File: config.mk
export PLATFORM = sky130hd
export DESIGN_NAME = dm_dly_line_step_ctrl
export DESIGN_NICKNAME = d
export VERILOG_FILES = /design/src/rtl/dm_dly_ctrl_pkg.sv /design/src/rtl/dm_dly_line_step_ctrl.sv
export SDC_FILE = /design/constraint.sdc
export NUM_CORES = 1
export LEC_CHECK = 0
export BUFFER_PORTS_ARGS = -buffer_cell sky130_fd_sc_hd__buf_2
export CORE_UTILIZATION = 48
export CTS_CLUSTER_SIZE = 10
export DETAILED_ROUTE_END_ITERATION = 10
export PLACE_DENSITY = 0.69
export SYNTH_ARGS = -nofsm -noshare
export SYNTH_HDL_FRONTEND = slang
export SYNTH_SLANG_ARGS = --single-unit
export TNS_END_PERCENT = 5
File: constraint.sdc
create_clock -name FAB_CLK -period 3.1 [get_ports FAB_CLK]
set_input_delay 0.62 -clock FAB_CLK [delete_from_list [all_inputs] [get_ports FAB_CLK]]
set_output_delay 0.62 -clock FAB_CLK [all_outputs]
set_load 0.1 [all_outputs]
File: src/rtl/dm_dly_ctrl_pkg.sv
// Shared encodings for the DM/DQ lane delay-line step controller.
//   cmd_op_e : command opcodes carried on CMD_OP
//   state_e  : sequencer states
package dm_dly_ctrl_pkg;

   typedef enum logic [1:0] {
      OP_LOAD = 2'b00,
      OP_INC  = 2'b01,
      OP_DEC  = 2'b10,
      OP_RSVD = 2'b11
   } cmd_op_e;

   typedef enum logic [2:0] {
      ST_IDLE,
      ST_LOAD,
      ST_DIR_SETUP,
      ST_MOVE,
      ST_GAP,
      ST_FINISH
   } state_e;

endpackage

File: src/rtl/dm_dly_line_step_ctrl.sv
// Delay-line step sequencer for one DDR4 DM/DQ lane IOD (FAB_CLK domain).
// Turns LOAD/INC/DEC commands from training into spaced LOAD/DIRECTION/MOVE
// pulses, tracks the tap position and aborts on saturation or OUT_OF_RANGE.
// Ports:
//   FAB_CLK, RESET_N            clock, synchronous active-low reset
//   CMD_VALID/CMD_READY         command handshake
//   CMD_OP, CMD_STEPS           opcode and tap count
//   DONE, ERR, BUSY             completion pulse, error pulse, busy level
//   TAP_POS                     tracked tap position
//   DELAY_LINE_LOAD/MOVE/DIRECTION, DELAY_LINE_OUT_OF_RANGE   IOD interface
//
// state        | meaning
// -------------+-----------------------------------------------------
// ST_IDLE      | ready for a command
// ST_LOAD      | one-cycle LOAD pulse, tap restored to LOAD_VAL
// ST_DIR_SETUP | DIRECTION settling before the first MOVE
// ST_MOVE      | one-tap MOVE pulse, or saturation abort
// ST_GAP       | idle spacing after a MOVE, OUT_OF_RANGE watched
// ST_FINISH    | DONE (and ERR) pulse
module dm_dly_line_step_ctrl
   import dm_dly_ctrl_pkg::*;
#(
   parameter int NUM_TAPS      = 128,
   parameter int TAP_W         = 7,
   parameter int LOAD_VAL      = 1,
   parameter int DIR_SETUP_CYC = 1,
   parameter int MOVE_GAP_CYC  = 2
) (
   input  logic             FAB_CLK,
   input  logic             RESET_N,
   input  logic             CMD_VALID,
   output logic             CMD_READY,
   input  logic [1:0]       CMD_OP,
   input  logic [TAP_W-1:0] CMD_STEPS,
   output logic             DONE,
   output logic             ERR,
   output logic             BUSY,
   output logic [TAP_W-1:0] TAP_POS,
   output logic             DELAY_LINE_LOAD,
   output logic             DELAY_LINE_MOVE,
   output logic             DELAY_LINE_DIRECTION,
   input  logic             DELAY_LINE_OUT_OF_RANGE
);

   localparam int CNT_MAX = (DIR_SETUP_CYC > MOVE_GAP_CYC) ? DIR_SETUP_CYC : MOVE_GAP_CYC;
   localparam int CNT_W   = $clog2(CNT_MAX + 1);

   localparam logic [TAP_W-1:0] TAP_MAX    = TAP_W'(NUM_TAPS - 1);
   localparam logic [TAP_W-1:0] TAP_LOAD   = TAP_W'(LOAD_VAL);
   localparam logic [CNT_W-1:0] SETUP_INIT = CNT_W'(DIR_SETUP_CYC - 1);
   localparam logic [CNT_W-1:0] GAP_INIT   = CNT_W'(MOVE_GAP_CYC - 1);

   state_e             state_q, state_d;
   logic [TAP_W-1:0]   tap_q, tap_d;
   logic [TAP_W-1:0]   rem_q, rem_d;
   logic [CNT_W-1:0]   cnt_q, cnt_d;
   logic               dir_q, dir_d;
   logic               err_q, err_d;
   logic               at_limit;

   // Next step would push the tap past either end of the line.
   assign at_limit = dir_q ? (tap_q == TAP_MAX) : (tap_q == '0);

   always_ff @(posedge FAB_CLK) begin
      if (!RESET_N) begin
         state_q <= ST_IDLE;
         tap_q   <= TAP_LOAD;
         rem_q   <= '0;
         cnt_q   <= '0;
         dir_q   <= 1'b0;
         err_q   <= 1'b0;
      end else begin
         state_q <= state_d;
         tap_q   <= tap_d;
         rem_q   <= rem_d;
         cnt_q   <= cnt_d;
         dir_q   <= dir_d;
         err_q   <= err_d;
      end
   end

   always_comb begin
      state_d = state_q;
      tap_d   = tap_q;
      rem_d   = rem_q;
      cnt_d   = cnt_q;
      dir_d   = dir_q;
      err_d   = err_q;

      case (state_q)
         ST_IDLE: begin
            if (CMD_VALID) begin
               rem_d = CMD_STEPS;
               err_d = 1'b0;
               case (cmd_op_e'(CMD_OP))
                  OP_LOAD: state_d = ST_LOAD;
                  OP_INC, OP_DEC: begin
                     if (CMD_STEPS == '0) begin
                        state_d = ST_FINISH;
                     end else begin
                        dir_d   = (cmd_op_e'(CMD_OP) == OP_INC);
                        cnt_d   = SETUP_INIT;
                        state_d = ST_DIR_SETUP;
                     end
                  end
                  default: begin
                     err_d   = 1'b1;
                     state_d = ST_FINISH;
                  end
               endcase
            end
         end

         ST_LOAD: begin
            tap_d   = TAP_LOAD;
            state_d = ST_FINISH;
         end

         ST_DIR_SETUP: begin
            if (cnt_q == '0) state_d = ST_MOVE;
            else             cnt_d   = cnt_q - 1'b1;
         end

         ST_MOVE: begin
            if (at_limit) begin
               err_d   = 1'b1;
               state_d = ST_FINISH;
            end else begin
               tap_d   = dir_q ? tap_q + 1'b1 : tap_q - 1'b1;
               rem_d   = rem_q - 1'b1;
               cnt_d   = GAP_INIT;
               state_d = ST_GAP;
            end
         end

         ST_GAP: begin
            if (DELAY_LINE_OUT_OF_RANGE) begin
               // IOD refused the last step: undo it in the tracked position.
               tap_d   = dir_q ? tap_q - 1'b1 : tap_q + 1'b1;
               err_d   = 1'b1;
               state_d = ST_FINISH;
            end else if (cnt_q == '0) begin
               state_d = (rem_q != '0) ? ST_MOVE : ST_FINISH;
            end else begin
               cnt_d = cnt_q - 1'b1;
            end
         end

         ST_FINISH: state_d = ST_IDLE;

         default: state_d = ST_IDLE;
      endcase
   end

   assign CMD_READY            = (state_q == ST_IDLE);
   assign BUSY                 = (state_q != ST_IDLE);
   assign DONE                 = (state_q == ST_FINISH);
   assign ERR                  = (state_q == ST_FINISH) && err_q;
   assign DELAY_LINE_LOAD      = (state_q == ST_LOAD);
   assign DELAY_LINE_MOVE      = (state_q == ST_MOVE) && !at_limit;
   assign DELAY_LINE_DIRECTION = dir_q;
   assign TAP_POS              = tap_q;

endmodule

==> reports/qor.json, run 1 <==
{
  "post_route_cells_drive_above_1_share": {"value": 19.8, "unit": "%"},
  "track_usage": {"value": 23.2, "unit": "%"},
  "max_cap_viol_count": {"value": 0},
  "postSynth.asyncResetShare": {"value": 0, "unit": "%"},
  "area_delta_synth_final": {"value": 9.97, "unit": "%"},
  "largest_net_degree_at_the_start_of_global_routing": {"value": 24},
  "htree_num_levels": {"value": 1},
  "crit_type": {"value": "flip-flop to primary output"},
  "clkSlewWorstSetupHoldPaths": {"value": 130, "unit": "ps"},
  "floorplan.die_area": {"value": 3820, "unit": "sq um"},
  "total_routed_length": {"value": 4240, "unit": "um"},
  "synthDominantAreaCellType": {"value": "sky130_fd_sc_hd__dfxtp_1"},
  "slew-limit-headroom": {"value": 53.0, "unit": "%"},
  "die_h": {"value": 61.8, "unit": "um"},
  "rsz0062_at_grt": {"value": "no"},
  "timing.critical_path.required": {"value": 2480, "unit": "ps"},
  "drt-wirelength-per-cell": {"value": 14.7, "unit": "um"},
  "initial_utilization": {"value": 50.7, "unit": "%"},
  "ir_worst_vdd": {"value": 1410, "unit": "uV"},
  "hpwlAfterDp": {"value": 3070, "unit": "um"},
  "power_density_of_the_placed_cells": {"value": 937, "unit": "nW/um^2"},
  "synth.mux.area_fraction": {"value": 6.77, "unit": "%"},
  "utilization": {"value": 55.8, "unit": "%"},
  "grt_remaining_overflow": {"value": 0},
  "simple_gate_portion_of_the_synthesized_area": {"value": 26.6, "unit": "%"},
  "yosys.cell_types.count": {"value": 59},
  "setup_violations_final": {"value": 0},
  "routed_via_density": {"value": 5.99},
  "synthesis.area_per_instance": {"value": 7.67, "unit": "sq um"},
  "finalCriticalPeriod": {"value": 2700, "unit": "ps"},
  "fin_setup_tns": {"value": 0, "unit": "ps"},
  "placed_cells": {"value": 284},
  "gp_routability_congestion": {"value": 0.830},
  "timing_hold_violations_final": {"value": 0},
  "timing_worst_slew_pin_value": {"value": 704, "unit": "ps"},
  "rows": {"value": 21},
  "ios": {"value": 27},
  "edff_count_synth": {"value": 0},
  "ys_top_cells_by_area": {"value": "sky130_fd_sc_hd__dfxtp_1 (24%), sky130_fd_sc_hd__ha_1 (5.8%), sky130_fd_sc_hd__mux2i_1 (5.2%)"},
  "post_synthesis_adder_cell_area_fraction": {"value": 5.82, "unit": "%"},
  "drcViolationCount": {"value": 0},
  "synth-xor-area-share": {"value": 3.06, "unit": "%"},
  "mappedNetlistArea": {"value": 1720, "unit": "sq um"},
  "critPathLaunchType": {"value": "flip-flop"},
  "detailedRoute.firstPassIterationCount": {"value": 4},
  "fin_nets": {"value": 264},
  "cts_tree": {"value": "built"},
  "clk_path_buf_depth": {"value": 2},
  "synth_common_cells": {"value": "sky130_fd_sc_hd__nand2_1 (22), sky130_fd_sc_hd__dfxtp_1 (21), sky130_fd_sc_hd__nor2_1 (18)"},
  "slew_viol_final": {"value": 0},
  "synthCells": {"value": 224},
  "clock_insertion_delay_worst_skew": {"value": 320, "unit": "ps"},
  "via_count": {"value": 1726},
  "cts_root_buffer": {"value": "sky130_fd_sc_hd__clkbuf_4"},
  "warnings_from_yosys": {"value": 0},
  "cts_inserted_buffers": {"value": 3},
  "syn-num-nets": {"value": 245},
  "ctsHoldBuffers": {"value": 0},
  "synth_compound_gate_area_share": {"value": 26.8, "unit": "%"},
  "post_layout_nonfiller_instances": {"value": 288},
  "synth_largest_type_area_fraction": {"value": 24.5, "unit": "%"},
  "synth.ff_latch_count": {"value": 21},
  "hold_path_class": {"value": "flip-flop to flip-flop"},
  "synth_sequential_area_ratio": {"value": 24.5, "unit": "%"},
  "global_route_wire_length_before_repair": {"value": 6560, "unit": "um"},
  "largest_family_of_logic_cells_by_synthesized_area": {"value": "compound AO/OA/AOI/OAI gates"},
  "fmax": {"value": 370, "unit": "MHz"},
  "synth_most_common_cell": {"value": "sky130_fd_sc_hd__nand2_1"},
  "status": {"value": "completed"},
  "data_arrival_time_of_the_critical_path": {"value": 2080, "unit": "ps"},
  "portBuffers": {"value": 26},
  "post_cts.resized_instances": {"value": 0},
  "post-cts-setup-buffer-count": {"value": 0},
  "fin_crit_sh": {"value": 87.1, "unit": "%"},
  "n_antenna_cell": {"value": 0},
  "clock-sinks": {"value": 21},
  "finalClockSkew": {"value": 8.82, "unit": "ps"},
  "ys.flop_type": {"value": "sky130_fd_sc_hd__dfxtp_1"},
  "route.antenna.remaining_nets": {"value": 0},
  "critical_path_peak_fanout": {"value": 9},
  "antenna_found_initial": {"value": 0},
  "core_region_area": {"value": 3390, "unit": "sq um"},
  "die_width": {"value": 61.8, "unit": "um"},
  "worstSetupEndpointType": {"value": "primary output"},
  "drt_iter0_drc": {"value": 73},
  "via_count_of_the_first_global_routing_pass": {"value": 1387},
  "cellLeakagePower": {"value": 0.762, "unit": "nW"}
}
-- cells in the final DEF (no fill, tap or decap), types with 4 or more instances in the layout --
| master | instances |
|---|---|
| sky130_fd_sc_hd__or3_1 | 6 |
| sky130_fd_sc_hd__o21ai_0 | 13 |
| sky130_fd_sc_hd__mux2i_1 | 9 |
| sky130_fd_sc_hd__buf_2 | 26 |
| sky130_fd_sc_hd__nor3_1 | 13 |
| sky130_fd_sc_hd__o311ai_0 | 4 |
| sky130_fd_sc_hd__ha_1 | 8 |
| sky130_fd_sc_hd__nand2_1 | 22 |
| sky130_fd_sc_hd__dfxtp_1 | 21 |
| sky130_fd_sc_hd__a311oi_1 | 4 |
| sky130_fd_sc_hd__inv_1 | 13 |
| sky130_fd_sc_hd__nor2_1 | 18 |
| sky130_fd_sc_hd__o22ai_1 | 4 |
| sky130_fd_sc_hd__a21oi_1 | 6 |
| sky130_fd_sc_hd__a31oi_1 | 5 |
| sky130_fd_sc_hd__xnor2_1 | 5 |
-- area by class of cell --
| type | count | area (sq um) |
|---|---|---|
| multi-input combinational | 176 | 1190 |
| inverter | 13 | 48.8 |
| clock inverter | 1 | 5.00 |
| clock buffer | 3 | 22.5 |
| sequential | 21 | 420 |
| timing repair buffer | 28 | 145 |
| tap | 46 | 57.6 |
| fill | 332 | 1500 |
-- where the power goes --
part           internal (mW)  switching (mW)  total, mW  leakage, nW
Combinational          0.377           0.780       1.16        0.573
Sequential             0.337           0.135      0.472        0.171
Clock                 0.0483          0.0935      0.142       0.0177
-- path summary, 6_finish.rpt --
check,from,to,slack (ps),cells past startpoint
worst min register to register,cnt_q[1]$_SDFFE_PN0P_,cnt_q[1]$_SDFFE_PN0P_,470,2
worst min-delay path,cnt_q[1]$_SDFFE_PN0P_,cnt_q[1]$_SDFFE_PN0P_,470,2
worst max-delay path,TAP_POS[0]$_SDFFE_PN1P_,DELAY_LINE_MOVE,400,5
worst max register to register,state_q[2]$_SDFFE_PN0P_,TAP_POS[2]$_SDFFE_PN0P_,690,5
-- per-layer routing --
metal | GRT usage (%) | vias to the layer above | wire (um)
met3 | 4.35 | 8 | 201
met5 | 0 | - | 0
met2 | 36.4 | 53 | 1960
met1 | 32.7 | 793 | 2000
met4 | 5.71 | 0 | 73
li1 | - | 872 | -
-- through the flow --
step	hold WS (ps)	instance area, sq um	worst slack, ps	power, mW
2_1_floorplan	438	1720	-150	1.44
3_3_place_gp	452	1860	776	1.62
3_5_place_dp	459	1860	758	1.62
4_1_cts	479	1890	381	1.77
5_1_grt	486	1890	263	1.88
6_report	471	1890	401	1.77
-- sequential cells by signal, indices dropped and copies added, names as in the netlist --
name	cells
state_q	3
TAP_POS	7
cnt_q	2
rem_q	7
DELAY_LINE_DIRECTION	1
err_q	1
-- cell families (layout without fill, tap and decap cells) --
kind of cell,count (synthesis),after routing
and+or+nand+nor,86,86
AOI/OAI and AO/OA,65,65
buffers and inverters,27,45
DFF,21,21
muxes,11,11
adders and majority gates,8,8
xor gates and xnor gates,6,6
-- worst max-delay path, stage by stage, from the launching register on --
cell and delay [ps]:
sky130_fd_sc_hd__dfxtp_1 500, sky130_fd_sc_hd__ha_1 250, sky130_fd_sc_hd__nand3_2 130, sky130_fd_sc_hd__or3_1 420, sky130_fd_sc_hd__and3_1 180, sky130_fd_sc_hd__buf_2 280
(Power assumes the default switching activity.)
==> run 2: changes to the inputs <==
--- a/config.mk
+++ b/config.mk
@@ -6,10 +6,11 @@
 export NUM_CORES = 1
 export LEC_CHECK = 0
 export BUFFER_PORTS_ARGS = -buffer_cell sky130_fd_sc_hd__buf_2
+export CORE_ASPECT_RATIO = 1.4
 export CORE_UTILIZATION = 48
 export CTS_CLUSTER_SIZE = 10
 export DETAILED_ROUTE_END_ITERATION = 10
-export PLACE_DENSITY = 0.69
+export PLACE_DENSITY = 0.72
 export SYNTH_ARGS = -nofsm -noshare
 export SYNTH_HDL_FRONTEND = slang
 export SYNTH_SLANG_ARGS = --single-unit
==> constraint.sdc (replaced) <==
create_clock -name FAB_CLK -period 2.4 [get_ports FAB_CLK]
set_input_delay 0.48 -clock FAB_CLK [delete_from_list [all_inputs] [get_ports FAB_CLK]]
set_output_delay 0.48 -clock FAB_CLK [all_outputs]
set_load 0.1 [all_outputs]
==> reports/qor.json, run 2 (synthesis gave the netlist of run 1 again) <==
{
  "clkSlewWorstSetupHoldPaths": {"value": 80, "unit": "ps", "change": "was 130 ps"},
  "final_cell_mix": {"value": "sky130_fd_sc_hd__buf_2 (25), sky130_fd_sc_hd__nand2_1 (22), sky130_fd_sc_hd__nor2_1 (18)", "change": "was sky130_fd_sc_hd__buf_2 (26), sky130_fd_sc_hd__nand2_1 (22), sky130_fd_sc_hd__dfxtp_1 (21)"},
  "fillers": {"value": 349, "change": "was 332"},
  "cts_tree": {"value": "built", "change": "unchanged"},
  "timing_hold_violations_final": {"value": 0, "change": "unchanged"},
  "timing_worst_slew_pin_value": {"value": 500, "unit": "ps", "change": "was 704 ps"},
  "finalCriticalPeriod": {"value": 2330, "unit": "ps"},
  "global_route_wire_length_before_repair": {"value": 7110, "unit": "um", "change": "was 6560 um"},
  "die_h": {"value": 72.8, "unit": "um", "change": "was 61.8 um"},
  "hold_path_startpoint": {"value": "cnt_q[1]$_SDFFE_PN0P_", "change": "unchanged"},
  "data_arrival_time_of_the_critical_path": {"value": 1850, "unit": "ps", "change": "was 2080 ps"},
  "rsz0062_at_grt": {"value": "no", "change": "unchanged"},
  "rows": {"value": 25, "change": "was 21"},
  "die_width": {"value": 52.6, "unit": "um", "change": "was 61.8 um"},
  "max_cap_viol_count": {"value": 0, "change": "unchanged"},
  "track_usage": {"value": 24.0, "unit": "%", "change": "was 23.2%"},
  "setup_violations_final": {"value": 0, "change": "unchanged"},
  "share_clk_of_total_power": {"value": 10.0, "unit": "%", "change": "was 8.0%"},
  "finalClockSkew": {"value": 3.18, "unit": "ps", "change": "was 8.82 ps"},
  "combinationalPowerShare": {"value": 65.1, "unit": "%", "change": "was 65.4%"},
  "post_route_cells_drive_above_1_share": {"value": 26.0, "unit": "%", "change": "was 19.8%"},
  "crit_type": {"value": "flip-flop to primary output", "change": "unchanged"},
  "grt_remaining_overflow": {"value": 0, "change": "unchanged"},
  "worstRegToRegCells": {"value": 5, "change": "unchanged"},
  "crit-reg2reg-capture": {"value": "TAP_POS[2]$_SDFFE_PN0P_", "change": "unchanged"},
  "route.antenna.remaining_nets": {"value": 0, "change": "unchanged"},
  "total_routed_length": {"value": 4430, "unit": "um", "change": "was 4240 um"},
  "power_density_of_the_placed_cells": {"value": 1220, "unit": "nW/um^2", "change": "was 937 nW/um^2"},
  "portBuffers": {"value": 26, "change": "unchanged"},
  "critPathLaunchType": {"value": "flip-flop", "change": "unchanged"},
  "worst_r2r_startpoint": {"value": "state_q[2]$_SDFFE_PN0P_", "change": "unchanged"},
  "hold_path_class": {"value": "flip-flop to flip-flop", "change": "unchanged"},
  "post_layout_nonfiller_instances": {"value": 286, "change": "was 288"},
  "clock-sinks": {"value": 21, "change": "unchanged"},
  "slew_viol_final": {"value": 0, "change": "unchanged"},
  "fin_crit_sh": {"value": 97.0, "unit": "%"},
  "htree_num_levels": {"value": 1, "change": "unchanged"},
  "antenna_found_initial": {"value": 0, "change": "unchanged"},
  "drt_iter0_drc": {"value": 74, "change": "was 73"},
  "cellLeakagePower": {"value": 0.790, "unit": "nW", "change": "was 0.762 nW"},
  "fin_nets": {"value": 268, "change": "was 264"},
  "holdPathStages": {"value": 2, "change": "unchanged"},
  "post-layout-total-power": {"value": 2.41, "unit": "mW", "change": "was 1.77 mW"},
  "via_count_of_the_first_global_routing_pass": {"value": 1575, "change": "was 1387"},
  "cts_inserted_buffers": {"value": 3, "change": "unchanged"},
  "gp_routability_congestion": {"value": 0.915, "change": "was 0.830"},
  "post-cts-setup-buffer-count": {"value": 0, "change": "unchanged"},
  "power.switching": {"value": 1.32, "unit": "mW", "change": "was 1.01 mW"},
  "n_antenna_cell": {"value": 0, "change": "unchanged"},
  "floorplan.die_area": {"value": 3830, "unit": "sq um", "change": "was 3820 sq um"},
  "core_region_area": {"value": 3410, "unit": "sq um", "change": "was 3390 sq um"},
  "detailedRoute.firstPassIterationCount": {"value": 4, "change": "unchanged"},
  "timing.critical_path.required": {"value": 1920, "unit": "ps", "change": "was 2480 ps"},
  "holdPathEnd": {"value": "cnt_q[1]$_SDFFE_PN0P_", "change": "unchanged"},
  "critical_path_peak_fanout": {"value": 15, "change": "was 9"},
  "largest_net_degree_at_the_start_of_global_routing": {"value": 21, "change": "was 24"},
  "drcViolationCount": {"value": 0, "change": "unchanged"},
  "ios": {"value": 27, "change": "unchanged"},
  "placed_cells": {"value": 282, "change": "was 284"},
  "initial_utilization": {"value": 50.4, "unit": "%", "change": "was 50.7%"},
  "layout.cells.most_common": {"value": "sky130_fd_sc_hd__buf_2", "change": "unchanged"},
  "worstSetupEndpointType": {"value": "primary output", "change": "unchanged"},
  "drt-wirelength-per-cell": {"value": 15.5, "unit": "um", "change": "was 14.7 um"},
  "via_count": {"value": 1771, "change": "was 1726"},
  "swShare": {"value": 55.0, "unit": "%", "change": "was 57.0%"},
  "area_delta_synth_final": {"value": 14.7, "unit": "%", "change": "was 9.97%"},
  "status": {"value": "completed", "change": "unchanged"},
  "routed_via_density": {"value": 6.19, "change": "was 5.99"},
  "ir_worst_vdd": {"value": 1880, "unit": "uV", "change": "was 1410 uV"},
  "power.share.sequential": {"value": 24.9, "unit": "%", "change": "was 26.6%"},
  "clock_insertion_delay_worst_skew": {"value": 260, "unit": "ps", "change": "was 320 ps"},
  "timing.reg2reg.setup_slack": {"value": 290, "unit": "ps", "change": "was 690 ps"},
  "slew-limit-headroom": {"value": 66.6, "unit": "%", "change": "was 53.0%"},
  "internal_power": {"value": 1.09, "unit": "mW", "change": "was 0.762 mW"},
  "hpwlAfterDp": {"value": 3200, "unit": "um", "change": "was 3070 um"},
  "critical_path.startpoint": {"value": "state_q[1]$_SDFFE_PN0P_", "change": "was TAP_POS[0]$_SDFFE_PN1P_"},
  "cts_root_buffer": {"value": "sky130_fd_sc_hd__clkbuf_8", "change": "was sky130_fd_sc_hd__clkbuf_4"},
  "fmax": {"value": 429, "unit": "MHz"},
  "clk_path_buf_depth": {"value": 2, "change": "unchanged"}
}
run 2: final cells by class:
cell class	count	area [sq um]	area share (%)
clock buffers	4	45.0	2.28
well taps	40	50.0	2.54
multi-input cells	176	1200	61.0
flip-flops and latches	21	432	21.9
repair buffers	32	190	9.64
inverters	13	52.6	2.66
run 2: how the worst max path moves through the flow:
stage | end | cells past startpoint
CTS | DELAY_LINE_MOVE | 5
finish | CMD_READY | 3
global route | DELAY_LINE_MOVE | 5
global placement | DELAY_LINE_MOVE | 5
floorplan | ERR | 4
detailed placement | DELAY_LINE_MOVE | 5
run 2: metrics by stage:
step | cell area (sq um) | hold WS [ps] | setup slack (ps) | TNS (ps) | util [%]
2_1_floorplan | 1740 | 438 | -121 | -188 | -
3_3_place_gp | 1920 | 447 | 283 | 0 | 56.2
3_5_place_dp | 1920 | 459 | 312 | 0 | 56.2
4_1_cts | 1960 | 477 | 27.1 | 0 | 57.6
5_1_grt | 1970 | 494 | 15.2 | 0 | 57.8
6_report | 1970 | 469 | 71.2 | 0 | 57.8
run 2: what timing repair did:
| item | in CTS | in global routing |
|---|---|---|
| gates resized for setup | 1 | 2 |
| endpoints found under the setup margin | 1 | 1 |
| hold buffers | 0 | 0 |
| pin swaps | 0 | 0 |
run 2: power groups by stage:
stage	Combinational, mW	Clock, mW	Sequential, mW
after floorplan	1.30	0	0.578
after global placement	1.55	0	0.596
after detailed placement	1.55	0	0.598
after CTS	1.56	0.246	0.593
after global routing	1.68	0.259	0.615
final	1.57	0.241	0.600
run 2: worst max-delay path, cell delays in order (launching register included):
cell                         delay, ps
sky130_fd_sc_hd__dfxtp_1           470
sky130_fd_sc_hd__or3_1             550
sky130_fd_sc_hd__clkinvlp_4        150
sky130_fd_sc_hd__buf_2             430
run 2: routing by layer:
metal / share of wire (%) / vias to the layer above / GRT usage, %
li1: - / 874 / -
met3: 3.3 / 8 / 2.08
met2: 50 / 57 / 39.8
met1: 45 / 832 / 31.3
met4: 2.1 / 0 / 9.94
met5: 0 / - / 0
